[src/rtl/abs_diff_pkg.sv]
// Shared definitions for the abs_diff_acc block: state encoding and width helpers.
package abs_diff_pkg;

    typedef logic [1:0] state_t;

    localparam state_t IDLE = 2'd0;
    localparam state_t ACC  = 2'd1;
    localparam state_t DONE = 2'd2;

    function automatic int unsigned cnt_w(input int unsigned max_beats);
        return $clog2(max_beats + 1);
    endfunction

    function automatic int unsigned sad_w(input int unsigned w,
                                          input int unsigned lanes,
                                          input int unsigned max_beats);
        return w + $clog2(lanes) + $clog2(max_beats + 1);
    endfunction

endpackage

[src/rtl/abs_diff_lane.sv]
// One lane of |a-b|; in approximate mode both operands lose their low TRUNC bits first.
module abs_diff_lane #(
    parameter int unsigned W     = 4,
    parameter int unsigned TRUNC = 1
) (
    input  logic [W-1:0] a_i,
    input  logic [W-1:0] b_i,
    input  logic         approx_i,
    output logic [W-1:0] diff_o
);

    logic [W-1:0] mask;
    logic [W-1:0] a_m;
    logic [W-1:0] b_m;

    always_comb begin
        mask = '1;
        if (approx_i) begin
            mask = mask << TRUNC;
        end
        a_m = a_i & mask;
        b_m = b_i & mask;
        diff_o = (a_m >= b_m) ? (a_m - b_m) : (b_m - a_m);
    end

endmodule

[src/rtl/abs_diff_acc.sv]
// Two-stage sum-of-absolute-differences accumulator with per-block max, beat count,
// overflow saturation and an optional truncated-operand mode.
module abs_diff_acc
    import abs_diff_pkg::*;
#(
    parameter int unsigned W         = 4,
    parameter int unsigned LANES     = 2,
    parameter int unsigned MAX_BEATS = 15,
    parameter int unsigned TRUNC     = 1,
    localparam int unsigned CW       = cnt_w(MAX_BEATS),
    localparam int unsigned SW       = sad_w(W, LANES, MAX_BEATS)
) (
    input  logic               clk,
    input  logic               rst_n,
    input  logic               in_valid,
    output logic               in_ready,
    input  logic [LANES*W-1:0] in_a,
    input  logic [LANES*W-1:0] in_b,
    input  logic               in_last,
    input  logic               approx_en,
    output logic               out_valid,
    input  logic               out_ready,
    output logic [SW-1:0]      out_sad,
    output logic [W-1:0]       out_max,
    output logic [CW-1:0]      out_beats,
    output logic               out_ovf,
    output logic               out_approx
);

    logic         adv;
    logic         accept;
    logic         eff_approx;
    logic [W-1:0] lane_diff [LANES];

    // Stage 1 tracks block boundaries itself so truncation is known before the first beat lands.
    logic         first_q;
    logic         blk_approx_q;
    logic         s1_valid_q;
    logic         s1_last_q;
    logic         s1_approx_q;
    logic [W-1:0] s1_diff_q [LANES];

    state_t        state_q, state_d;
    logic [SW-1:0] sad_q, sad_d;
    logic [W-1:0]  max_q, max_d;
    logic [CW-1:0] beats_q, beats_d;
    logic          ovf_q, ovf_d;
    logic          approx_q, approx_d;

    logic [SW-1:0] beat_sum;
    logic [W-1:0]  beat_max;

    always_comb begin
        adv        = (state_q != DONE) || out_ready;
        in_ready   = adv && rst_n;
        accept     = in_valid && in_ready;
        eff_approx = first_q ? approx_en : blk_approx_q;
    end

    for (genvar g = 0; g < LANES; g++) begin : g_lane
        abs_diff_lane #(
            .W     (W),
            .TRUNC (TRUNC)
        ) u_lane (
            .a_i      (in_a[g*W +: W]),
            .b_i      (in_b[g*W +: W]),
            .approx_i (eff_approx),
            .diff_o   (lane_diff[g])
        );
    end

    always_ff @(posedge clk) begin
        if (!rst_n) begin
            first_q      <= 1'b1;
            blk_approx_q <= 1'b0;
            s1_valid_q   <= 1'b0;
            s1_last_q    <= 1'b0;
            s1_approx_q  <= 1'b0;
            for (int unsigned i = 0; i < LANES; i++) begin
                s1_diff_q[i] <= '0;
            end
        end else if (adv) begin
            s1_valid_q <= accept;
            if (accept) begin
                s1_diff_q    <= lane_diff;
                s1_last_q    <= in_last;
                s1_approx_q  <= eff_approx;
                first_q      <= in_last;
                blk_approx_q <= eff_approx;
            end
        end
    end

    always_comb begin
        beat_sum = '0;
        beat_max = '0;
        for (int unsigned i = 0; i < LANES; i++) begin
            beat_sum = beat_sum + SW'(s1_diff_q[i]);
            if (s1_diff_q[i] > beat_max) begin
                beat_max = s1_diff_q[i];
            end
        end

        state_d  = state_q;
        sad_d    = sad_q;
        max_d    = max_q;
        beats_d  = beats_q;
        ovf_d    = ovf_q;
        approx_d = approx_q;

        if (adv) begin
            if (s1_valid_q) begin
                state_d = s1_last_q ? DONE : ACC;
                // A beat arriving in IDLE or DONE opens a new block and never adds to the old one.
                if (state_q != ACC) begin
                    sad_d    = beat_sum;
                    max_d    = beat_max;
                    beats_d  = CW'(1);
                    ovf_d    = 1'b0;
                    approx_d = s1_approx_q;
                end else begin
                    if (beat_max > max_q) begin
                        max_d = beat_max;
                    end
                    if (beats_q == CW'(MAX_BEATS)) begin
                        ovf_d = 1'b1;
                        sad_d = '1;
                    end else begin
                        beats_d = beats_q + 1'b1;
                        sad_d   = sad_q + beat_sum;
                    end
                end
            end else if (state_q == DONE) begin
                state_d = IDLE;
            end
        end
    end

    always_ff @(posedge clk) begin
        if (!rst_n) begin
            state_q  <= IDLE;
            sad_q    <= '0;
            max_q    <= '0;
            beats_q  <= '0;
            ovf_q    <= 1'b0;
            approx_q <= 1'b0;
        end else begin
            state_q  <= state_d;
            sad_q    <= sad_d;
            max_q    <= max_d;
            beats_q  <= beats_d;
            ovf_q    <= ovf_d;
            approx_q <= approx_d;
        end
    end

    always_comb begin
        out_valid  = (state_q == DONE);
        out_sad    = sad_q;
        out_max    = max_q;
        out_beats  = beats_q;
        out_ovf    = ovf_q;
        out_approx = approx_q;
    end

endmodule

[config.mk]
export PLATFORM = sky130hd
export DESIGN_NAME = abs_diff_acc
export DESIGN_NICKNAME = d
export VERILOG_FILES = /design/src/rtl/abs_diff_pkg.sv /design/src/rtl/abs_diff_lane.sv /design/src/rtl/abs_diff_acc.sv
export SDC_FILE = /design/constraint.sdc
export NUM_CORES = 1
export LEC_CHECK = 0
export ABC_AREA = 1
export CAP_MARGIN = 20
export CORE_MARGIN = 4
export CORE_UTILIZATION = 28
export DETAILED_ROUTE_END_ITERATION = 6
export PLACE_DENSITY = 0.57
export SLEW_MARGIN = 0
export SYNTH_ARGS = -nofsm -noshare
export SYNTH_HDL_FRONTEND = slang
export SYNTH_SLANG_ARGS = --single-unit
export TNS_END_PERCENT = 5
[constraint.sdc]
create_clock -name clk -period 2.5 [get_ports clk]
set_input_delay 0.625 -clock clk [delete_from_list [all_inputs] [get_ports clk]]
set_output_delay 0.625 -clock clk [all_outputs]
set_load 0.01 [all_outputs]
==> metrics.txt, run 1 <==
Starting Density 0.289; Internal Pwr Total 1.21 mW; drt pass-1 iters 4; critical path class primary input to flop; Arr. time, crit path 2560 ps; Syn Area/Cell 7.00 sq um; pin count of the biggest net entering global routing 17; crit-path cells clkdlybuf4s50_1 > nand2_1 > nand2_2 > inv_2 > nand2_2 > inv_1 > ha_2 > fa_2 > nand2_1 > nand2_1 > nand2_2 > inv_1 > nand2_1 > nand2_1 > nand2_1 > nand3_1 > nand2_1 > inv_1; Syn. warnings 0; Primary FF master, synth dfxtp_1; Tot GR Track Use 0.116; initial antenna violation count 0; total power draw 1.90 mW; Tcrit/Tclk final 0.952; Gate Count Post-Synth 385; layout cells sized above 1 0.153; later-pin clock latency in the skew report approximately 280 ps; asr flop ratio synth 0; Critical path origin approx_en; Min Hold Slack 446 ps; Synthesized Nets 445; Die Width 106 microns; Gate power share 0.444; Max-Slew Margin vs Limit 0.710; Flop pwr share 0.319; FF-to-FF End out_max[0]$_SDFFE_PN0P_; DRT Wirelength 6260 microns; via count ~2500; Seq/Total Area, Yosys 0.245; Final min period 2380 ps; remaining antenna violation count 0; CTS tree yes; synth unique cells 40; Crit. End Element flop; Final nets between 500 and 600; gp weighted congestion between 0.8 and 0.9; CP top delay family simple AND/OR/NAND/NOR gates; # setup viols final 0; CP max stage delay 450 ps; outcome complete, no violations; crit-path most repeated cell nand2_1; Max clock buf depth 2; Area Growth Syn to Fin 31.8%; max-slew violation count 0; critical path's slowest cell clkdlybuf4s50_1; Max Fclk 0.420 GHz; Most Crowded Layer GR met2; CP max FO 4; FF-to-FF path depth 16; Clock Skew roughly 3.7 ps; IO Count 43; sw frac 0.363; PwrDens approximately 530 nW/um^2; cts bufs inserted 5; hold_buf cts 0; Post-synth EDFFs 0; postcts setup bufs 0; WP depth 18; RSZ-0062 raised after global routing true; Clock Sinks 33; core area 9330 sq um; 1st-iter DRT viols 62; global route overflow 0; worst setup path endpoint s1_diff_q[7]$_SDFFE_PN0P_; met1 Use GR 0.142; IO Port Bufs between 40 and 50; first-pass GRT wire length 10900 microns; final hold violation count 0; Clk pwr share 0.237; clk slew on worst S/H paths 70 ps; worst path required time 2680 ps; CP Buf/Inv Count 5; max-cap violations 0; Antenna diodes 0; crit path launch type primary input; reg2reg setup slack 160 ps; CTS H-tree lvls 2; WL/cell 10.9 microns; worst min path class flop to flop; number of global-route vias before repair between 2000 and 2500; die area around 11000 sq um; met2 usage 0.204; mapped cell area 2700 sq um; Synth Register Bits 33; dpl hpwl 5010 microns; peak supply drop 0.256 mV; DR DRC count 0; Via density 4.41; r2r startpoint s1_diff_q[5]$_SDFFE_PN0P_; die height 106 microns; M3 GR Usage 0.0261; # rows 35; clk root buf clkbuf_8; Worst Max-Slew Pin Slew around 430 ps; leakage power 1.73 nW; NetSw 0.689 mW
layout make-up:
class / instances / area (sq um)
repair buffers: 61 / 562
clock buffers: 7 / 96.3
multi-input cells: 277 / 1810
flip-flops and latches: 33 / 662
clock inverters: 1 / 5.00
fillers: 1003 / 5770
well taps: 129 / 161
inverters: 66 / 258
cell usage in the layout, fill, tap and decap left out, types with 2 or more instances in the layout:
cell	Yosys	final
nand2_1	100	93
inv_1	62	61
clkdlybuf4s50_1	0	41
nand3_1	35	34
dfxtp_1	33	32
ha_1	32	28
a21oi_1	29	27
buf_4	0	19
o21ai_0	18	18
nor2_1	16	15
nand2_2	2	9
clkbuf_8	0	7
nor2_2	4	5
nand3b_1	5	5
xor2_1	4	4
a21oi_2	1	3
nand4_1	3	3
fa_1	6	3
fa_2	0	3
ha_4	0	3
inv_2	1	2
nand2_4	2	2
inv_4	2	2
nor2_4	2	2
xnor2_1	2	2
a31oi_1	2	2
o221ai_1	2	2
stage by stage:
step	cells	utilization	setup slack, ps	area [sq um]	TNS, ps
6_report	574	0.381	121	3550	0
5_1_grt	574	0.381	-10.8	3550	-12.3
4_1_cts	574	0.372	8.44	3470	0
3_5_place_dp	566	0.361	-293	3370	-1470
3_3_place_gp	566	0.361	-212	3370	-1120
2_1_floorplan	385	-	214	2700	0
routing by layer:
layer,up-vias,share of wire,wire length (microns)
li1,1353,-,-
met1,1120,0.46,2870
met2,51,0.48,2990
met3,8,0.050,314
met4,0,0.015,94
met5,-,0,0
worst min-delay path by stage:
stage                            from                     end  cells past startpoint
4_1_cts          out_ovf$_SDFFE_PN0P_    out_ovf$_SDFFE_PN0P_                      2
3_5_place_dp     out_ovf$_SDFFE_PN0P_    out_ovf$_SDFFE_PN0P_                      2
6_report         out_ovf$_SDFFE_PN0P_    out_ovf$_SDFFE_PN0P_                      2
2_1_floorplan  s1_last_q$_SDFFE_PN0P_  s1_last_q$_SDFFE_PN0P_                      2
5_1_grt          out_ovf$_SDFFE_PN0P_    out_ovf$_SDFFE_PN0P_                      2
3_3_place_gp     out_ovf$_SDFFE_PN0P_    out_ovf$_SDFFE_PN0P_                      2
worst min-delay path, stage by stage (launching register included):
cell and delay (ps):
dfxtp_1 310, inv_1 50, a21oi_1 50
registers in the layout, summed over array words and instances (netlist names), 2 cells and up:
name,cells
out_sad,9
state_q,2
out_max,4
out_beats,4
s1_diff_q,8
power by group through the flow:
stage          registers, mW  clock network (mW)  logic, mW
2_1_floorplan          0.626                   0      0.509
3_3_place_gp           0.618                   0      0.767
3_5_place_dp           0.618                   0      0.781
4_1_cts                0.606               0.467      0.785
5_1_grt                0.615               0.496      0.961
6_report               0.607               0.450      0.843
synth_stat cells (2+ instances only):
cell type	count	area (sq um)
a21oi_1	29	145
a31oi_1	2	12.5
buf_2	3	15.0
clkbuf_1	3	11.3
dfxtp_1	33	661
fa_1	6	120
ha_1	32	400
inv_1	62	233
inv_4	2	12.5
nand2_1	100	375
nand2_2	2	12.5
nand2_4	2	22.5
nand3_1	35	175
nand3b_1	5	37.5
nand4_1	3	18.8
nor2_1	16	60.1
nor2_2	4	25.0
nor2_4	2	22.5
o21ai_0	18	90.1
o221ai_1	2	17.5
xnor2_1	2	17.5
xor2_1	4	35.0
logic make-up (layout without fill, tap and decap cells):
family	count (synthesis)	count (layout)	share of synthesized area
AO/OA/AOI/OAI	61	61	0.132
flip-flops	33	33	0.245
XOR/XNOR	6	6	0.0195
adder cells (fa/ha/maj)	38	38	0.193
buffers and inverters	75	135	0.116
AND/OR/NAND/NOR	172	172	0.295
repair_timing:
action / in CTS / in global routing
gates resized for setup: 1 / 21
endpoints found under the setup margin: 1 / 14
pin swaps: 0 / 6
No activity file was read; power rests on OpenSTA's default activity.
==> inputs of run 2 (changes only) <==
ABC_CLOCK_PERIOD_IN_PS = 2500   (was unset)
RECOVER_POWER = 100   (was unset)
==> results of run 2 <==
No change in the layout: final DEF, timing and power equal those of run 1.
